--- src/rtl/spi_target_pkg.sv ---
// Shared SPI definitions: default frame width, synchronizer depth and the
// responder state encoding.
package spi_target_pkg;

  localparam int unsigned SPI_DATA_W      = 16;
  localparam int unsigned SPI_SYNC_STAGES = 2;

  typedef enum logic [1:0] {
    IDLE  = 2'd0,
    SHIFT = 2'd1,
    DONE  = 2'd2
  } spi_state_e;

endpackage

--- src/rtl/spi_target_if.sv ---
// SPI pad bundle between an initiator (master) and a responder (slave).
//   sclk    : serial clock, idles low
//   cs      : chip select, active low
//   mosi    : initiator -> responder data, MSB first
//   miso    : responder -> initiator data, MSB first
//   miso_oe : responder pad driver enable
interface spi_target_if;
  logic sclk;
  logic cs;
  logic mosi;
  logic miso;
  logic miso_oe;

  modport master (output sclk, output cs, output mosi, input miso, input miso_oe);
  modport slave  (input sclk, input cs, input mosi, output miso, output miso_oe);
endinterface

--- src/rtl/spi_sync_edge.sv ---
// N-stage synchronizer with rise/fall pulse detection.
//   clk, rst_n : system clock, async active-low reset
//   i_d        : asynchronous input
//   o_q        : synchronized level (last stage)
//   o_rise     : one-cycle pulse on synchronized 0->1
//   o_fall     : one-cycle pulse on synchronized 1->0
module spi_sync_edge #(
  parameter int unsigned STAGES  = 2,
  parameter logic        RST_VAL = 1'b0
) (
  input  logic clk,
  input  logic rst_n,
  input  logic i_d,
  output logic o_q,
  output logic o_rise,
  output logic o_fall
);

  logic [STAGES-1:0] r_sync;
  logic              r_dly;

  always_ff @(posedge clk or negedge rst_n) begin
    if (!rst_n) begin
      r_sync <= {STAGES{RST_VAL}};
      r_dly  <= RST_VAL;
    end else begin
      r_sync <= {r_sync[STAGES-2:0], i_d};
      r_dly  <= r_sync[STAGES-1];
    end
  end

  assign o_q    = r_sync[STAGES-1];
  assign o_rise = r_sync[STAGES-1] & ~r_dly;
  assign o_fall = ~r_sync[STAGES-1] & r_dly;

endmodule

--- src/rtl/spi_target.sv ---
// SPI mode-0 responder running in the system clock domain.
//   clk, rst_n : system clock (>= 4x sclk), async active-low reset
//   spi        : SPI pads (slave modport): sclk, cs, mosi in; miso, miso_oe out
//   tx_data    : word shifted out, captured at each frame start
//   rx_data    : last complete received word
//   rx_valid   : one-cycle pulse when rx_data updates
//   frame_err  : one-cycle pulse when a frame ends with bit count != DATA_W
//   busy       : high while a frame is being shifted
module spi_target
  import spi_target_pkg::*;
#(
  parameter int unsigned DATA_W      = SPI_DATA_W,
  parameter int unsigned SYNC_STAGES = SPI_SYNC_STAGES
) (
  input  logic              clk,
  input  logic              rst_n,
  spi_target_if.slave       spi,
  input  logic [DATA_W-1:0] tx_data,
  output logic [DATA_W-1:0] rx_data,
  output logic              rx_valid,
  output logic              frame_err,
  output logic              busy
);

  localparam int unsigned          CNT_W    = $clog2(DATA_W + 2);
  localparam logic [CNT_W-1:0]     CNT_ONE  = CNT_W'(1);
  localparam logic [CNT_W-1:0]     CNT_LAST = CNT_W'(DATA_W - 1);
  localparam logic [CNT_W-1:0]     CNT_FULL = CNT_W'(DATA_W);
  localparam logic [CNT_W-1:0]     CNT_SAT  = CNT_W'(DATA_W + 1);
  localparam int unsigned          WARM_W   = $clog2(SYNC_STAGES + 2);
  localparam logic [WARM_W-1:0]    WARM_ONE = WARM_W'(1);
  localparam logic [WARM_W-1:0]    WARM_END = WARM_W'(SYNC_STAGES + 1);

  spi_state_e r_state, w_state_nxt;

  logic w_sclk_q, w_sclk_rise, w_sclk_fall;
  logic w_cs_q, w_cs_rise, w_cs_fall;
  logic w_mosi;
  logic w_start;

  logic [SYNC_STAGES-1:0] r_mosi_sync;
  // Holds the bits still to be sent after the one currently on miso.
  logic [DATA_W-2:0]      r_shift_tx;
  logic [DATA_W-1:0]      r_shift_rx;
  logic [CNT_W-1:0]       r_bit_cnt;
  logic                   r_miso;
  logic [DATA_W-1:0]      r_rx_data;
  logic                   r_rx_valid;
  logic                   r_rx_pend;
  logic [WARM_W-1:0]      r_warm;
  logic                   r_armed;
  logic                   r_start_pend;

  spi_sync_edge #(.STAGES(SYNC_STAGES), .RST_VAL(1'b0)) u_sync_sclk (
    .clk    (clk),
    .rst_n  (rst_n),
    .i_d    (spi.sclk),
    .o_q    (w_sclk_q),
    .o_rise (w_sclk_rise),
    .o_fall (w_sclk_fall)
  );

  spi_sync_edge #(.STAGES(SYNC_STAGES), .RST_VAL(1'b1)) u_sync_cs (
    .clk    (clk),
    .rst_n  (rst_n),
    .i_d    (spi.cs),
    .o_q    (w_cs_q),
    .o_rise (w_cs_rise),
    .o_fall (w_cs_fall)
  );

  always_ff @(posedge clk or negedge rst_n) begin
    if (!rst_n) r_mosi_sync <= '0;
    else        r_mosi_sync <= {r_mosi_sync[SYNC_STAGES-2:0], spi.mosi};
  end
  assign w_mosi = r_mosi_sync[SYNC_STAGES-1];

  always_ff @(posedge clk or negedge rst_n) begin
    if (!rst_n) r_state <= IDLE;
    else        r_state <= w_state_nxt;
  end

  always_comb begin
    w_state_nxt = r_state;
    w_start     = 1'b0;
    unique case (r_state)
      IDLE: begin
        if (r_armed && (w_cs_fall || r_start_pend)) begin
          w_state_nxt = SHIFT;
          w_start     = 1'b1;
        end
      end
      SHIFT: begin
        if (w_cs_rise) w_state_nxt = DONE;
      end
      DONE:    w_state_nxt = IDLE;
      default: w_state_nxt = IDLE;
    endcase
  end

  always_ff @(posedge clk or negedge rst_n) begin
    if (!rst_n) begin
      r_shift_tx   <= '0;
      r_shift_rx   <= '0;
      r_bit_cnt    <= '0;
      r_miso       <= 1'b0;
      r_rx_data    <= '0;
      r_rx_valid   <= 1'b0;
      r_rx_pend    <= 1'b0;
      r_warm       <= '0;
      r_armed      <= 1'b0;
      r_start_pend <= 1'b0;
    end else begin
      r_rx_valid <= 1'b0;
      if (r_rx_pend) begin
        r_rx_data  <= r_shift_rx;
        r_rx_valid <= 1'b1;
        r_rx_pend  <= 1'b0;
      end

      // The synchronizers come out of reset showing cs high, so a cs that is
      // already low would look like a falling edge. Only accept frames once a
      // real idle bus (cs high, sclk low) has been seen after reset.
      if (r_warm != WARM_END) r_warm <= r_warm + WARM_ONE;
      if (r_warm == WARM_END && w_cs_q && !w_sclk_q) r_armed <= 1'b1;

      // A cs fall arriving during DONE is replayed in the following IDLE cycle.
      r_start_pend <= (r_state == DONE) && w_cs_fall && r_armed;

      if (w_start) begin
        r_shift_tx <= tx_data[DATA_W-2:0];
        r_miso     <= tx_data[DATA_W-1];
        r_bit_cnt  <= '0;
      end else if (r_state == SHIFT) begin
        if (w_sclk_rise) begin
          r_shift_rx <= {r_shift_rx[DATA_W-2:0], w_mosi};
          if (r_bit_cnt != CNT_SAT) r_bit_cnt <= r_bit_cnt + CNT_ONE;
          if (r_bit_cnt == CNT_LAST) r_rx_pend <= 1'b1;
        end
        if (w_sclk_fall) begin
          if (r_bit_cnt < CNT_FULL) begin
            r_miso     <= r_shift_tx[DATA_W-2];
            r_shift_tx <= {r_shift_tx[DATA_W-3:0], 1'b0};
          end else begin
            r_miso <= 1'b0;
          end
        end
        if (w_cs_rise) r_miso <= 1'b0;
      end
    end
  end

  assign spi.miso    = r_miso;
  assign spi.miso_oe = (r_state == SHIFT);
  assign busy        = (r_state == SHIFT);
  assign frame_err   = (r_state == DONE) && (r_bit_cnt != CNT_FULL);
  assign rx_data     = r_rx_data;
  assign rx_valid    = r_rx_valid;

endmodule

--- src/flat_wrapper.sv ---
// flat-port wrapper written by rule: the top's interface ports become plain ports
module spi_target_flat import spi_target_pkg::*;
#(
  parameter int unsigned DATA_W      = SPI_DATA_W,
  parameter int unsigned SYNC_STAGES = SPI_SYNC_STAGES
)
  (clk, rst_n, tx_data, rx_data, rx_valid, frame_err, busy, spi_sclk, spi_cs, spi_mosi, spi_miso, spi_miso_oe);
  spi_target_if spi_i ();
  input  logic clk;
  input  logic rst_n;
  input  logic [DATA_W-1:0] tx_data;
  output logic [DATA_W-1:0] rx_data;
  output logic rx_valid;
  output logic frame_err;
  output logic busy;
  input wire logic [$bits(spi_i.sclk)-1:0] spi_sclk;
  input wire logic [$bits(spi_i.cs)-1:0] spi_cs;
  input wire logic [$bits(spi_i.mosi)-1:0] spi_mosi;
  output wire logic [$bits(spi_i.miso)-1:0] spi_miso;
  output wire logic [$bits(spi_i.miso_oe)-1:0] spi_miso_oe;
  assign spi_i.sclk = spi_sclk;
  assign spi_i.cs = spi_cs;
  assign spi_i.mosi = spi_mosi;
  assign spi_miso = spi_i.miso;
  assign spi_miso_oe = spi_i.miso_oe;
  spi_target #(.DATA_W(DATA_W), .SYNC_STAGES(SYNC_STAGES)) u_core (.clk(clk), .rst_n(rst_n), .spi(spi_i), .tx_data(tx_data), .rx_data(rx_data), .rx_valid(rx_valid), .frame_err(frame_err), .busy(busy));
endmodule
--- config.mk ---
export PLATFORM = sky130hd
export DESIGN_NAME = spi_target_flat
export DESIGN_NICKNAME = d
export VERILOG_FILES = /design/src/rtl/spi_target_pkg.sv /design/src/rtl/spi_target_if.sv /design/src/rtl/spi_sync_edge.sv /design/src/rtl/spi_target.sv /design/src/flat_wrapper.sv
export SDC_FILE = /design/constraint.sdc
export NUM_CORES = 1
export LEC_CHECK = 0
export BUFFER_PORTS_ARGS = -buffer_cell sky130_fd_sc_hd__buf_2
export CORE_UTILIZATION = 60
export DETAILED_ROUTE_END_ITERATION = 7
export GPL_TIMING_DRIVEN = 1
export PLACE_DENSITY = 0.83
export SYNTH_ARGS = -nofsm -noshare
export SYNTH_HDL_FRONTEND = slang
export SYNTH_SLANG_ARGS = --single-unit
--- constraint.sdc ---
create_clock -name clk -period 4.2 [get_ports clk]
set_input_delay 0.63 -clock clk [delete_from_list [all_inputs] [get_ports clk]]
set_output_delay 0.63 -clock clk [all_outputs]
set_load 0.1 [all_outputs]
==> impl_summary.log, run 1 <==
INFO  metric status = complete, no violations
INFO  metric final_report_hold_violation_count = 0
INFO  metric power-per-cell-area = 586.4 nW/um2
INFO  metric report.final.setup_viol = 0
INFO  metric synth.largest_area_cell = dfrtp_1
INFO  metric n_antenna_cell = 0
INFO  metric design.core.area = 4384 um2
INFO  metric gr-usage-all-layers = 0.2043
INFO  metric synth.top_cells.by_count = dfrtp_1 (66), mux2_2 (33), a21oi_1 (29)
INFO  metric tightestPinTransition = 0.9872 ns
INFO  metric die_y = 69.92 um
INFO  metric critPathMaxFanout = 6
INFO  metric area.growth.synth_to_final = 17.22%
INFO  metric clkSlewWorstSetupHoldPaths = 0.07 ns
INFO  metric ys_seq_area_frac = 0.6252
INFO  metric crit_path_end_kind = output port
INFO  metric slew_headroom = 0.3418
INFO  metric synth_enable_flop_cells = 0
INFO  metric final-max-slew-violation-count = 0
INFO  metric port_buffers = 41
INFO  metric initial_core_util = 0.6313
INFO  metric numCtsBuffers = 9
INFO  metric yosys.area.top_type_share = 0.5967
INFO  metric drcViolationCount = 0
INFO  metric firstDrtPassIters = 4
INFO  metric floorplan.die.width = 69.92 um
INFO  metric clock_skew = 0.004734 ns
INFO  metric vias_per_cell = 5.453
INFO  metric hold_buffers = 0
INFO  metric die_area = 4888 um2
INFO  metric setup.worst_path.class = reg -> out
INFO  metric leakage = 1.646 nW
INFO  metric clkLatencyLatePin = 0.33 ns
INFO  metric totalPowerFinal = 1.902 mW
INFO  metric grt_antenna_before_repair = 0
INFO  metric ctsRootBufferMaster = clkbuf_8
INFO  metric final.setup.tns = 0 ns
INFO  metric ant_nets = 0
INFO  metric initialDrtViolationCount = 62
INFO  metric synth_flop_cell = dfrtp_1
INFO  metric synth-seq-cells = 69
INFO  metric route.detailed.wl_per_inst = 13.98 um
INFO  metric synth_nets = 246
INFO  metric cell_row_count = 24
INFO  metric grt_pass1_wl = 7748 um
INFO  metric syn_inst = 220
INFO  metric htree_levels = 3
INFO  metric routed_wirelength = 4473 um
INFO  metric synth.yosys.warnings = 0
INFO  metric synthesis.area_per_instance = 12.58 um2
INFO  metric yosys.cell_types.count = 35
INFO  metric number_of_global_route_vias_before_repair = 1783
INFO  metric ioPinCount = 42
INFO  metric worstPathRequired = 3.57 ns
INFO  metric synth-async-reset-ratio = 1.000
INFO  metric post-cts-setup-buffers = 0
INFO  metric min_path_type = reg -> reg
INFO  metric layout_min_cycle_time = 2.390 ns
INFO  metric max_clock_freq = 0.4184 GHz
INFO  metric final_net_count = 289
INFO  metric grt_start_max_net_pins = 48
INFO  metric arrival = 1.76 ns
INFO  metric timing.final.crit_share = 0.5690
INFO  metric cts_num_sinks = 69
INFO  metric cts.repair.resized = 0
INFO  metric clock_path_buffers = 2
INFO  metric post-synth-top-count-cell = dfrtp_1
INFO  metric tritoncts = built
INFO  metric via_count_of_the_routed_design = 1745
INFO  metric maxCapViolCount = 0
INFO  metric worst_setup_path_start_kind = flop
INFO  metric mappedNetlistArea = 2768 um2
INFO  metric drive_above_1_share = 0.3619
INFO  metric grt-ovfl-total = 0
INFO  metric vdd_drop_max = 0.4602 mV
INFO  metric hpwlAfterDp = 2895 um
INFO  metric gpl.final_weighted_congestion = 0.8630
INFO  metric rsz_0062_raised_after_global_routing = no
INFO  metric ys_top_cells_by_area = dfrtp_1 (60%), mux2_2 (13%), a21oi_1 (5.2%), nand2_1 (3.1%), dfstp_2 (2.8%)
[worst max-delay path, stage by stage (launching register included)]
cell and delay (ns):
dfrtp_1 0.44, inv_1 0.07, ha_1 0.20, a311oi_1 0.24, buf_2 0.48
[cell usage in the layout, fill, tap and decap left out, types with 3 or more instances in the layout]
cell	instances
a21oi_1	29
buf_2	41
bufinv_16	4
clkbuf_8	9
dfrtp_1	66
dfstp_2	3
ha_1	5
inv_1	5
mux2_2	33
nand2_1	23
nor2_1	18
o21ai_0	3
[sequential cells by signal, summed over array words and instances, names as in the netlist, 2 cells and up]
register,cells
u_core.r_bit_cnt,5
u_core.r_mosi_sync,2
u_core.r_shift_rx,16
u_core.r_shift_tx,15
u_core.r_state,2
u_core.r_warm,2
u_core.rx_data,16
u_core.u_sync_cs.r_sync,2
u_core.u_sync_sclk.r_sync,2
[per-layer routing]
| layer | share of wire | global-route usage | up-vias |
|---|---|---|---|
| li1 | - | - | 841 |
| met3 | 0.036 | 0.04473 | 12 |
| met1 | 0.43 | 0.2397 | 851 |
| met2 | 0.51 | 0.3483 | 41 |
| met4 | 0.024 | 0.1133 | 0 |
| met5 | 0 | 0 | - |
[report_power, final]
part / internal, mW / switching [mW] / leakage (nW)
sequential: 0.790 / 0.0822 / 0.877
clock: 0.452 / 0.238 / 0.129
combinational: 0.118 / 0.223 / 0.640
[layout make-up]
type                       instances  area [um2]
tap                               52       65.06
timing repair buffer              42       212.7
clock buffer                       9       123.9
sequential                        69        1730
fill                             310        1140
clock inverter                     7       137.6
inverter                           5       18.77
multi-input combinational        136       955.9
[per-stage QoR]
step | hold slack (ns) | std cells | setup slack, ns | util | area, um2
floorplan | 0.3312 | 220 | 0.6368 | - | 2768
global placement | 0.3336 | 304 | 2.182 | 0.6804 | 2983
detailed placement | 0.3347 | 304 | 2.133 | 0.6804 | 2983
CTS | 0.3511 | 320 | 1.760 | 0.7400 | 3244
global route | 0.3610 | 320 | 1.720 | 0.7400 | 3244
finish | 0.3493 | 320 | 1.810 | 0.7400 | 3244
[worst paths after layout]
path	from	endpoint	slack (ns)	cells past startpoint
max	u_core.r_bit_cnt[0]$_DFFE_PN0P_	frame_err	1.81	4
min	u_core.r_mosi_sync[0]$_DFF_PN0_	u_core.r_mosi_sync[1]$_DFF_PN0_	0.35	0
max reg2reg	u_core.r_state[1]$_DFFE_PN0P_	u_core.r_bit_cnt[0]$_DFFE_PN0P_	2.27	4
min reg2reg	u_core.r_mosi_sync[0]$_DFF_PN0_	u_core.r_mosi_sync[1]$_DFF_PN0_	0.35	0
max in group asynchronous	rst_n	u_core.r_shift_tx[4]$_DFFE_PN0P_	2.88	2
min in group asynchronous	rst_n	u_core.r_bit_cnt[0]$_DFFE_PN0P_	0.46	1
[cells by family (layout without fill, tap and decap cells)]
kind of cell	after synthesis	after routing	share of synthesized area
AOI/OAI and AO/OA	41	41	0.08996
xor gates and xnor gates	2	2	0.006330
adders and majority gates	5	5	0.02260
buffers and inverters	15	63	0.02938
DFF	69	69	0.6252
muxes	34	34	0.1379
and+or+nand+nor	54	54	0.08861
Note: power is estimated with default switching activity, not from simulation.
==> inputs of run 2 (changes only) <==
- CORE_UTILIZATION: 60 -> 50
- PLACE_DENSITY: 0.83 -> 0.74
- clock period: 4.2 -> 2.16 ns (I/O delays scaled with it)
==> run 2 against run 1 <==
  * The flow now finishes with violations (negative hold slack)
  * Non-clock buffer count rose by 3
  * Sequential power grew 95%
  * Register-to-register slack worse by 1.7 ns
  * Sequential share of layout area increased by 0.10 points
  * Combinational power increased by 100%
  * Flip-flop and latch count unchanged
  * Via count increased by 0.11%
  * Setup slack got worse by 1.7 ns
  * Highest routed layer unchanged
  * Final cell count up 6.3%
  * Die area increased by 19%
  * Worst hold slack got worse by 0.35 ns
  * Clock power increased by 41%
==> impl_summary.log, run 2 (synthesis gave the netlist of run 1 again) <==
INFO  metric design.core.area = 5205 um2
INFO  metric ctsRootBufferMaster = clkbuf_8
INFO  metric dp_cell_count = 325
INFO  metric hold_slack_final = -0.005157 ns
INFO  metric crit_path_end_kind = output port
INFO  metric min_path_type = in -> async
INFO  metric via_count_of_the_routed_design = 1747
INFO  metric ioPinCount = 42
INFO  metric floorplan.die.width = 76.40 um
INFO  metric grt_pass1_wl = 7803 um
INFO  metric critPathMaxFanout = 6
INFO  metric layout.core_utilization = 0.6221
INFO  metric post_layout_instance_area = 3238 um2
INFO  metric p_int = 2.302 mW
INFO  metric grt_start_max_net_pins = 70
INFO  metric final.setup.tns = 0 ns
INFO  metric setup.worst_path.class = reg -> out
INFO  metric max_clock_freq = 0.4926 GHz
INFO  metric area.growth.synth_to_final = 17.00%
INFO  metric placement_setup_slack = 0.4780 ns
INFO  metric clock_path_buffers = 2
INFO  metric numCtsBuffers = 9
INFO  metric number_of_global_route_vias_before_repair = 1660
INFO  metric worstPathRequired = 1.84 ns
INFO  metric vdd_drop_max = 0.8051 mV
INFO  metric tightestPinTransition = 0.6786 ns
INFO  metric power-per-cell-area = 1035 nW/um2
INFO  metric final-max-slew-violation-count = 0
INFO  metric final_net_count = 292
INFO  metric layoutNonFillerInstCount = 340
INFO  metric hold_buffers = 0
INFO  metric setup_ws = 0.1300 ns
INFO  metric worst_setup_path_start_kind = flop
INFO  metric share_comb_of_total_power = 0.203
INFO  metric gpl.final_weighted_congestion = 0.7896
INFO  metric drive_above_1_share = 0.3667
INFO  metric grt-ovfl-total = 0
INFO  metric gr-usage-all-layers = 0.1726
INFO  metric final_report_hold_violation_count = 8
INFO  metric most-common-layout-cells = dfrtp_1 (66), buf_2 (41), mux2_2 (33)
INFO  metric drcViolationCount = 0
INFO  metric initialDrtViolationCount = 93
INFO  metric n_antenna_cell = 0
INFO  metric htree_levels = 3
INFO  metric firstDrtPassIters = 4
INFO  metric slew_headroom = 0.5476
INFO  metric power.share.clock = 0.290
INFO  metric power.net_switching = 1.051 mW
INFO  metric initial_core_util = 0.5317
INFO  metric die_y = 76.40 um
INFO  metric hpwlAfterDp = 2982 um
INFO  metric cts.repair.resized = 0
INFO  metric route.detailed.wl_per_inst = 13.23 um
INFO  metric power.share.switching = 0.3134
INFO  metric status = finished, violations left
INFO  metric totalPowerFinal = 3.352 mW
INFO  metric post-cts-setup-buffers = 0
INFO  metric report.final.setup_viol = 0
INFO  metric rsz_0062_raised_after_global_routing = no
INFO  metric clkSlewWorstSetupHoldPaths = 0.07 ns
INFO  metric cts_num_sinks = 69
INFO  metric routed_wirelength = 4498 um
INFO  metric cell_row_count = 26
INFO  metric vias_per_cell = 5.138
INFO  metric maxCapViolCount = 0
INFO  metric violated_checks = negative hold slack
INFO  metric clock_skew = 0.008928 ns
INFO  metric arrival = 1.71 ns
INFO  metric layout_min_cycle_time = 2.030 ns
INFO  metric tritoncts = built
INFO  metric port_buffers = 41
INFO  metric clkLatencyLatePin = 0.34 ns
INFO  metric timing.final.crit_share = 0.9398
INFO  metric die_area = 5837 um2
INFO  metric grt_antenna_before_repair = 0
INFO  metric power.share.sequential = 0.507
INFO  metric ant_nets = 0
INFO  metric placement.cell_area = 3058 um2
INFO  metric layout_commonest_cell = dfrtp_1
INFO  metric leakage = 1.630 nW
[run 2: cell types whose count changed in the layout (fill, tap and decap cells not counted)]
cell	delta
buf_12	+1
a311oi_1	-1
bufinv_16	-3
buf_4	+2
clkinv_2	+1
a311oi_4	+1
clkbuf_1	+1
[run 2: layer usage]
metal	global-route usage	part of all wire	up-vias
met2	0.2667	0.47	39
li1	-	-	849
met3	0.04431	0.038	8
met4	0.08654	0.019	0
met5	0	0	-
met1	0.2262	0.47	851
[run 2: worst paths after layout]
kind | cells past startpoint | start | end | slack (ns)
max | 4 | u_core.r_bit_cnt[0]$_DFFE_PN0P_ | frame_err | 0.13
min | 2 | rst_n | u_core.rx_data[3]$_DFFE_PN0P_ | -0.005
max reg2reg | 4 | u_core.r_state[0]$_DFFE_PN0P_ | u_core.r_shift_tx[14]$_DFFE_PN0P_ | 0.55
min reg2reg | 0 | u_core.r_mosi_sync[0]$_DFF_PN0_ | u_core.r_mosi_sync[1]$_DFF_PN0_ | 0.35
max in group asynchronous | 2 | rst_n | u_core.u_sync_cs.r_sync[0]$_DFF_PN1_ | 1.84
min in group clk | 1 | spi_cs | u_core.u_sync_cs.r_sync[0]$_DFF_PN1_ | 0.08
[run 2: cell type report]
type / count / area [um2]
inverter: 5 / 18.77
fill: 460 / 1967
clock buffer: 10 / 127.6
timing repair buffer: 45 / 247.7
sequential: 69 / 1730
tap: 70 / 87.58
multi-input combinational: 136 / 973.4
clock inverter: 5 / 52.55
[run 2: critical path, cell delays in order (launching register included)]
cell      delay (ns)
dfrtp_1         0.44
inv_1           0.07
ha_1            0.22
a311oi_4        0.19
buf_2           0.46
[run 2: power groups by stage]
stage	Sequential [mW]	Clock [mW]	Combinational [mW]
5_1_grt	1.73	1.06	0.759
3_5_place_dp	1.72	0	0.691
3_3_place_gp	1.71	0	0.671
2_1_floorplan	1.74	0	0.500
4_1_cts	1.70	1.01	0.693
6_report	1.70	0.972	0.681
